## src/rtl/irq_ctrl_pkg.sv

```systemverilog
// Shared constants for the interrupt controller: register offsets, the "no ID"
// value, the CTRL bit layout, and a byte-strobe expansion helper.
package irq_ctrl_pkg;

  localparam logic [4:0] OFS_PENDING   = 5'h00;
  localparam logic [4:0] OFS_ENABLE    = 5'h04;
  localparam logic [4:0] OFS_TYPE      = 5'h08;
  localparam logic [4:0] OFS_CLAIM     = 5'h0C;
  localparam logic [4:0] OFS_CTRL      = 5'h10;
  localparam logic [4:0] OFS_INSERVICE = 5'h14;

  localparam int ID_NONE = 0;
  localparam int GIE_BIT = 0;

  // Expands the four byte strobes into a 32-bit bit-enable mask.
  function automatic logic [31:0] strobe_mask(input logic [3:0] strb);
    return {{8{strb[3]}}, {8{strb[2]}}, {8{strb[1]}}, {8{strb[0]}}};
  endfunction

endpackage

```

## src/rtl/irq_prio_enc.sv

```systemverilog
// Fixed-priority encoder: the lowest set bit wins and is reported as ID bit+1.
// Feeds both the registered irq line and the CLAIM read path.
module irq_prio_enc #(
  parameter int NUM_SRC = 8,
  parameter int ID_W    = 5
) (
  input  logic [NUM_SRC-1:0] eligible,
  output logic               valid,
  output logic [ID_W-1:0]    id
);
  import irq_ctrl_pkg::*;

  // Scanning downward lets the lowest index overwrite any higher winner.
  always_comb begin
    valid = 1'b0;
    id    = ID_W'(ID_NONE);
    for (int i = NUM_SRC - 1; i >= 0; i--) begin
      if (eligible[i]) begin
        valid = 1'b1;
        id    = ID_W'(i + 1);
      end
    end
  end

endmodule

```

## src/rtl/irq_ctrl.sv

```systemverilog
// irq_ctrl: memory-mapped edge/level interrupt controller with claim/complete.
// Define IRQ_SYNC_EN to put a 2-flop synchronizer on every irq_src bit.
module irq_ctrl #(
  parameter int NUM_SRC = 8,
  parameter int ID_W    = 5
) (
  input  logic               clk,
  input  logic               rst_n,
  input  logic [31:0]        addr,
  input  logic [31:0]        wdata,
  input  logic [3:0]         wstrb,
  input  logic               rstrb,
  output logic [31:0]        rdata,
  input  logic [NUM_SRC-1:0] irq_src,
  output logic               irq
);
  import irq_ctrl_pkg::*;

  logic [NUM_SRC-1:0] sampled;
  logic [NUM_SRC-1:0] prev;
  logic [NUM_SRC-1:0] pending;
  logic [NUM_SRC-1:0] enable;
  logic [NUM_SRC-1:0] src_type;
  logic [NUM_SRC-1:0] inservice;
  logic               gie;

  logic [NUM_SRC-1:0] eligible;
  logic               win_valid;
  logic [ID_W-1:0]    win_id;

  logic [2:0]         sel;
  logic [31:0]        wmask;
  logic               wr_pending;
  logic               wr_enable;
  logic               wr_type;
  logic               wr_complete;
  logic               wr_ctrl;
  logic               claim;
  logic [ID_W-1:0]    cpl_id;
  logic [NUM_SRC-1:0] w1c_mask;
  logic [NUM_SRC-1:0] claim_mask;
  logic [NUM_SRC-1:0] complete_mask;
  logic [NUM_SRC-1:0] edge_det;
  logic [NUM_SRC-1:0] pending_next;
  logic [31:0]        rd_value;
  logic               unused_bits;

`ifdef IRQ_SYNC_EN
  logic [NUM_SRC-1:0] sync1;
  logic [NUM_SRC-1:0] sync2;

  always_ff @(posedge clk or negedge rst_n) begin
    if (!rst_n) begin
      sync1 <= '0;
      sync2 <= '0;
    end else begin
      sync1 <= irq_src;
      sync2 <= sync1;
    end
  end

  assign sampled = sync2;
`else
  assign sampled = irq_src;
`endif

  assign sel         = addr[4:2];
  assign wmask       = strobe_mask(wstrb);
  assign wr_pending  = (|wstrb) && (sel == OFS_PENDING[4:2]);
  assign wr_enable   = (|wstrb) && (sel == OFS_ENABLE[4:2]);
  assign wr_type     = (|wstrb) && (sel == OFS_TYPE[4:2]);
  assign wr_complete = wstrb[0] && (sel == OFS_CLAIM[4:2]);
  assign wr_ctrl     = wstrb[0] && (sel == OFS_CTRL[4:2]);
  assign claim       = rstrb && (sel == OFS_CLAIM[4:2]);
  assign cpl_id      = wdata[ID_W-1:0];
  assign unused_bits = ^{addr[31:5], addr[1:0], wdata};

  assign eligible = pending & enable & ~inservice;

  irq_prio_enc #(
    .NUM_SRC (NUM_SRC),
    .ID_W    (ID_W)
  ) u_prio_enc (
    .eligible (eligible),
    .valid    (win_valid),
    .id       (win_id)
  );

  // ID 0 and IDs above NUM_SRC match no bit, so they fall out as no-ops.
  always_comb begin
    claim_mask    = '0;
    complete_mask = '0;
    for (int i = 0; i < NUM_SRC; i++) begin
      claim_mask[i]    = claim && win_valid && (win_id == ID_W'(i + 1));
      complete_mask[i] = wr_complete && (cpl_id == ID_W'(i + 1));
    end
  end

  assign w1c_mask = wr_pending ? NUM_SRC'(wdata & wmask) : '0;
  assign edge_det = sampled & ~prev;

  // A fresh edge beats both W1C and claim, so a coincident request is never lost.
  assign pending_next = (src_type & (edge_det | (pending & ~w1c_mask & ~claim_mask)))
                      | (~src_type & sampled);

  always_comb begin
    rd_value = '0;
    case (sel)
      OFS_PENDING[4:2]:   rd_value = 32'(pending);
      OFS_ENABLE[4:2]:    rd_value = 32'(enable);
      OFS_TYPE[4:2]:      rd_value = 32'(src_type);
      OFS_CLAIM[4:2]:     rd_value = 32'(win_id);
      OFS_CTRL[4:2]:      rd_value = 32'(gie);
      OFS_INSERVICE[4:2]: rd_value = 32'(inservice);
      default:            rd_value = '0;
    endcase
  end

  always_ff @(posedge clk or negedge rst_n) begin
    if (!rst_n) begin
      prev      <= '0;
      pending   <= '0;
      inservice <= '0;
    end else begin
      prev      <= sampled;
      pending   <= pending_next;
      inservice <= (inservice & ~complete_mask) | claim_mask;
    end
  end

  always_ff @(posedge clk or negedge rst_n) begin
    if (!rst_n) begin
      enable   <= '0;
      src_type <= '0;
      gie      <= 1'b0;
    end else begin
      if (wr_enable) enable <= NUM_SRC'((32'(enable) & ~wmask) | (wdata & wmask));
      if (wr_type) src_type <= NUM_SRC'((32'(src_type) & ~wmask) | (wdata & wmask));
      if (wr_ctrl) gie <= wdata[GIE_BIT];
    end
  end

  always_ff @(posedge clk or negedge rst_n) begin
    if (!rst_n) begin
      irq   <= 1'b0;
      rdata <= '0;
    end else begin
      irq <= gie & win_valid;
      if (rstrb) rdata <= rd_value;
    end
  end

endmodule
```

## config.mk

```make
export PLATFORM = sky130hd
export DESIGN_NAME = irq_ctrl
export DESIGN_NICKNAME = d
export VERILOG_FILES = /design/src/rtl/irq_ctrl_pkg.sv /design/src/rtl/irq_prio_enc.sv /design/src/rtl/irq_ctrl.sv
export SDC_FILE = /design/constraint.sdc
export NUM_CORES = 1
export LEC_CHECK = 0
export ABC_AREA = 1
export CAP_MARGIN = 20
export CORE_ASPECT_RATIO = 0.7
export CORE_MARGIN = 3
export CORE_UTILIZATION = 43
export DETAILED_ROUTE_END_ITERATION = 10
export HOLD_SLACK_MARGIN = 0.1
export PLACE_DENSITY = 0.8
export SLEW_MARGIN = 25
export SYNTH_ARGS = -nofsm -noshare
export SYNTH_HDL_FRONTEND = slang
export SYNTH_SLANG_ARGS = --single-unit
export TNS_END_PERCENT = 50
```

## constraint.sdc

```tcl
create_clock -name clk -period 1.4 [get_ports clk]
set_input_delay 0.14 -clock clk [delete_from_list [all_inputs] [get_ports clk]]
set_output_delay 0.14 -clock clk [all_outputs]
set_load 0.05 [all_outputs]
```

# Word level (Yosys, flattened, before mapping)
# Index checks and enable logic that the tools add are counted.
dict set report word_totals {
  register_bits 74
  out_inout_bits 33
  wordCells 96
}
dict set report op_classes {
  eq_ne 21
  muxes 18
  bitwise 24
  n_reduce_logical 25
}
# operator n
set op_table {}
lappend op_table {{$and 8x8->8} 11}
lappend op_table {{$not 8->8} 7}
lappend op_table {{$pmux 8 s6} 1}
lappend op_table {{$eq 5x3->1 const B} 8}
lappend op_table {{$or 8x8->8} 5}
lappend op_table {{$mux 4} 8}
lappend op_table {{$logic_and 1x1->1} 23}
lappend op_table {{$eq 5x2->1 const B} 4}
lappend op_table {{$eq 5x1->1 const B} 2}
lappend op_table {{$eq 5x4->1 const B} 2}
lappend op_table {{$mux 1} 8}
lappend op_table {{$mux 8} 1}
lappend op_table {{$eq 3x2->1 const B} 2}
lappend op_table {{$eq 3x3->1 const B} 2}
lappend op_table {{$reduce_or 4->1} 1}
lappend op_table {{$eq 3x1->1 const B} 1}
lappend op_table {{$logic_not 3->1} 1}
lappend op_table {{$and 1x1->1} 1}

# Depth between registers and ports, before layout
dict set report depth {
  word_depth 17
  mapped_depth 12
  ltp_nobuf 12
}

# By module
# A second synthesis with hierarchy kept.
dict set report unflattened {
  cells_unflattened 397
  area_unflattened_um2 2921.6
}
# module instances cells_each area_per_inst_um2 seq_area_each_um2
set modules_own_cells {}
lappend modules_own_cells {irq_ctrl 1 373 2808.9 1251.2}
lappend modules_own_cells {irq_prio_enc 1 24 112.6 0.0}

# Worst setup path after synthesis
# OpenSTA, ideal clock, no wires.
dict set report synth_path {
  path_kind {reg2reg}
  startpoint {register inservice[0]}
  endpoint {register pending[1]}
  setup_time_ns 0.118
  arrival_ns 1.123
  required_time_ns 1.282
  slack_ns 0.159
  stages_incl_launch_ff 8
  period_less_slack_ns 1.241
  path_cell_list {dfrtp_1 nor3_4 inv_2 nand2_4 nand2_2 nand3b_1 nand3b_1 nand2_1}
}
dict set report synth_between {
  elab_chain_len 10
}
# element line_no
set synth_lines {}
lappend synth_lines {{start: declaration} irq_ctrl.sv:24} ;# logic [NUM_SRC-1:0] inservice;
lappend synth_lines {{start signal: assignment} irq_ctrl.sv:127} ;# inservice <= (inservice & ~complete_mask) | claim_mask;
lappend synth_lines {{$not 8->8 *} irq_ctrl.sv:78} ;# assign eligible = pending & enable & ~inservice;
lappend synth_lines {{$and 8x8->8 *} irq_ctrl.sv:78}
lappend synth_lines {{$mux 4 or $mux 1 (tied branches)} irq_prio_enc.sv:18} ;# if (eligible[i]) begin
lappend synth_lines {{$eq 5x2->1 or $logic_and 1x1->1 (tied branches)} irq_ctrl.sv:94} ;# claim_mask[i] = claim && win_valid && (win_id == ID_W'(i + 1));
lappend synth_lines {{$logic_and 1x1->1 *} irq_ctrl.sv:94}
lappend synth_lines {{$not 8->8 *} irq_ctrl.sv:103} ;# assign pending_next = (src_type & (edge_det | (pending & ~w1c_mask & ~claim_mask)))
lappend synth_lines {{$and 8x8->8 *} irq_ctrl.sv:103}
lappend synth_lines {{$or 8x8->8 *} irq_ctrl.sv:103}
lappend synth_lines {{$and 8x8->8 *} irq_ctrl.sv:103}
lappend synth_lines {{$or 8x8->8 *} irq_ctrl.sv:104} ;# | (~src_type & sampled);
lappend synth_lines {{via pending_next[1]} irq_ctrl.sv:44} ;# logic [NUM_SRC-1:0] pending_next;
lappend synth_lines {{end signal: assignment} irq_ctrl.sv:126} ;# pending <= pending_next;
lappend synth_lines {{end: declaration} irq_ctrl.sv:21} ;# logic [NUM_SRC-1:0] pending;
# The timed path passes the listed nets; every way through them passes the cells marked *.
# A chain may end at the register's enable or synchronous reset.

# Worst setup path in the final report
dict set report layout_path {
  startpoint {register inservice[1]}
  endpoint {register pending[1]}
}
dict set report layout_between {
  elab_chain_len 11
}
# element line_no
set layout_lines {}
lappend layout_lines {{$not 8->8 *} irq_ctrl.sv:78}
lappend layout_lines {{$and 8x8->8 *} irq_ctrl.sv:78}
lappend layout_lines {{$mux 4 or $mux 1 (tied branches) (2 in series)} irq_prio_enc.sv:18}
lappend layout_lines {{$eq 5x2->1 or $logic_and 1x1->1 (tied branches)} irq_ctrl.sv:94}
lappend layout_lines {{$logic_and 1x1->1 *} irq_ctrl.sv:94}
lappend layout_lines {{$not 8->8 *} irq_ctrl.sv:103}
lappend layout_lines {{$and 8x8->8 *} irq_ctrl.sv:103}
lappend layout_lines {{$or 8x8->8 *} irq_ctrl.sv:103}
lappend layout_lines {{$and 8x8->8 *} irq_ctrl.sv:103}
lappend layout_lines {{$or 8x8->8 *} irq_ctrl.sv:104}
lappend layout_lines {{via pending_next[1]} irq_ctrl.sv:44}
# Marks and branches as above.

==> flow_metrics.py <==
metrics = {
    "global_routing": {
        "first_global_vias": 2313,
        "track_usage_pct": 18.9,
        "grt_first_pass_wirelength_mm": 10.7,
        "grt_max_degree": 51,
        "antenna_found_initial": 0,
        "gr-total-overflow": 0,
    },
    "timing": {
        "rsz0062_at_grt": "true",
        "max_freq_ghz": 0.693,
        "fin_crit_sh_pct": 103,
        "hold_violations": 0,
        "drv_slew": 0,
        "fin_crit_ps": 1440,
        "holdWs_ps": 293,
        "setup_slack_ps": -43.9,
        "finalClockSkew_ps": 10.3,
        "setup_viol": 3,
        "tns_ps": -65.3,
    },
    "final_layout": {
        "fin_cells": 478,
        "fin_area_um2": 3540,
        "drive_above_1_share_pct": 24.8,
        "diodes": 0,
        "nets": 481,
        "area_delta_synth_final_pct": 29.8,
        "fillers": 545,
    },
    "clocking": {
        "clockRootBuffer": "clkbuf_8",
        "cts.sinks": 50,
        "cts_tree": "done",
        "cts_buffers": 5,
        "htreeDepth": 2,
        "clk-insertion-delay-late_ps": 310,
        "cts.reportedPaths.clkPinSlew_ps": 90,
        "clockBufferDepth": 2,
    },
    "critical_path": {
        "critPathKind": "reg2reg",
        "critPathLaunchType": "flop",
        "worstPathRequired_ps": 1610,
        "crit_arrival_ps": 1650,
        "end_kind": "flop",
        "crit_fanout": 5,
    },
    "synthesis": {
        "synth_warnings": 0,
        "synth_flop_cell": "dfrtp_1",
        "ys_types": 31,
        "synth_edf_count": 0,
        "synth.avg_cell_area_um2": 8.11,
        "yosysTopAreaCell": "dfrtp_1",
        "syn_inst": 336,
        "synth-async-reset-ratio_pct": 100,
        "ys_top_cells_by_area": "dfrtp_1 (46%), nand2_1 (17%), buf_4 (6.6%)",
        "yosysSeqAreaShare_pct": 45.9,
        "synth_seq_cells": 50,
        "netlist_area_um2": 2730,
        "yosysTopAreaCellShare_pct": 45.9,
    },
    "floorplanning": {
        "ioPinCount": 112,
        "start_util_pct": 46.0,
        "dieArea_um2": 7350,
        "die_x_um": 101,
        "coreArea_um2": 5930,
        "die_y_um": 72.6,
        "fp-row-count": 23,
    },
    "status": {
        "status": "complete, but fails checks",
        "violations": "negative setup slack",
    },
    "pwr": {
        "p_leak_nw": 1.78,
        "power.density_nw_per_um2": 1360,
        "finalPower_w": 0.00482,
        "vdd.ir_drop.worst_mv": 0.633,
    },
    "placement": {
        "post-dp-hpwl_mm": 5.09,
        "placed_area_um2": 3270,
        "placedCellCount": 463,
        "gp_congestion": 0.954,
        "io_buffers": 31,
    },
    "routing": {
        "wire_per_inst_um": 14.1,
        "drc": 0,
        "dr.first_iter.drc_count": 209,
        "drt_first_pass_iters": 6,
        "num_vias": 2384,
        "drt_wl_total_mm": 6.76,
        "via_per_inst": 4.99,
        "drtAntennaViolNets": 0,
    },
    "job": {
        "drv_cap": 0,
    },
    "min_path": {
        "hp-class": "in2reg",
    },
}
-- routing by layer --
metal	global-route usage [%]	wire length, um	vias to the layer above
met2	30.2	3060	95
met4	5.46	70	0
met5	0	0	-
met3	4.01	514	9
met1	26.0	3110	1108
li1	-	-	1172
-- cells in the final DEF (no fill, tap or decap), types with 2 or more instances in the layout --
cell type / count
dfrtp_1: 50
inv_2: 12
clkbuf_8: 6
nor2_4: 3
o31ai_1: 2
buf_12: 10
nor3_4: 2
o21ai_2: 8
nand3b_1: 4
nand4_1: 6
nand2_1: 115
conb_1: 24
o21ai_1: 11
o21ai_0: 14
nand3_1: 14
inv_4: 2
buf_4: 29
nand3_2: 2
o311ai_1: 3
nor2_2: 4
inv_1: 19
clkdlybuf4s50_1: 21
bufinv_16: 2
o2111ai_1: 3
nor3_1: 3
o311ai_0: 2
nor2_1: 9
nand2_4: 6
nand2_2: 10
-- final timing paths --
path | startpoint | to | slack (ps) | depth (start not counted)
worst max-delay path | inservice[1] | pending[1] | -40 | 8
worst min-delay path | irq_src[3] | prev[3] | 290 | 1
worst max register to register | inservice[1] | pending[1] | -40 | 8
worst min register to register | prev[3] | pending[3] | 500 | 3
max in group asynchronous | rst_n | inservice[6] | 810 | 3
min in group asynchronous | rst_n | asynchronous set/reset pin | 340 | 3
-- final cells by class --
cell class	instances	area, um^2	area share [%]
clock buffer	6	82.6	2.33
clock inverter	2	60.1	1.70
inverter	33	129	3.64
multi-input combinational	249	1270	35.8
sequential	50	1250	35.4
tap	75	93.8	2.65
timing repair buffer	63	654	18.5
-- metrics by stage --
step                utilization [%]  worst slack (ps)
finish                         59.7             -43.9
global route                   59.7              -141
floorplan                         -               159
global placement               55.2              -210
CTS                            58.3             -7.34
detailed placement             55.2              -257
-- where the power goes --
part           internal [W]  switching, W
Combinational      0.000660      0.000976
Clock              0.000762      0.000486
Sequential          0.00170      0.000234
Total               0.00312       0.00170
-- worst max-delay path, stage by stage (launching register included) --
cell and delay [ps]:
dfrtp_1 420, nor2_2 130, nand2_1 80, and2_4 190, nand2_4 90, nand2_2 80, nand3b_1 190, nand3b_1 110
nand2_1 50
-- cells in the mapped netlist (4+ instances only) --
cell      count
nand4_1       6
o21ai_0      16
o21ai_2       8
dfrtp_1      50
buf_4        24
inv_2        10
nand2_4       4
inv_1        22
nor2_1       11
nand3b_1      4
nand2_1     122
nand2_2       5
nand3_1      16
o21ai_1       9
-- cell families (layout without fill, tap and decap cells) --
| logic type | Yosys count | count (layout) | synth area share (%) |
|---|---|---|---|
| buffers and inverters | 60 | 104 | 12.6 |
| flip-flops | 50 | 50 | 45.9 |
| AND/OR/NAND/NOR | 180 | 180 | 30.7 |
| other | 1 | 24 | 0.138 |
| AO/OA/AOI/OAI | 45 | 45 | 10.7 |
-- timing repair --
item / CTS / global route
resized for setup: 6 / 15
hold endpoints to repair: 50 / 0
hold buffers: 1 / 0
endpoints found under the setup margin: 9 / 15
buffers inserted: 2 / 4
pin swaps: 4 / 4
Note: power is estimated with default switching activity, not from simulation.
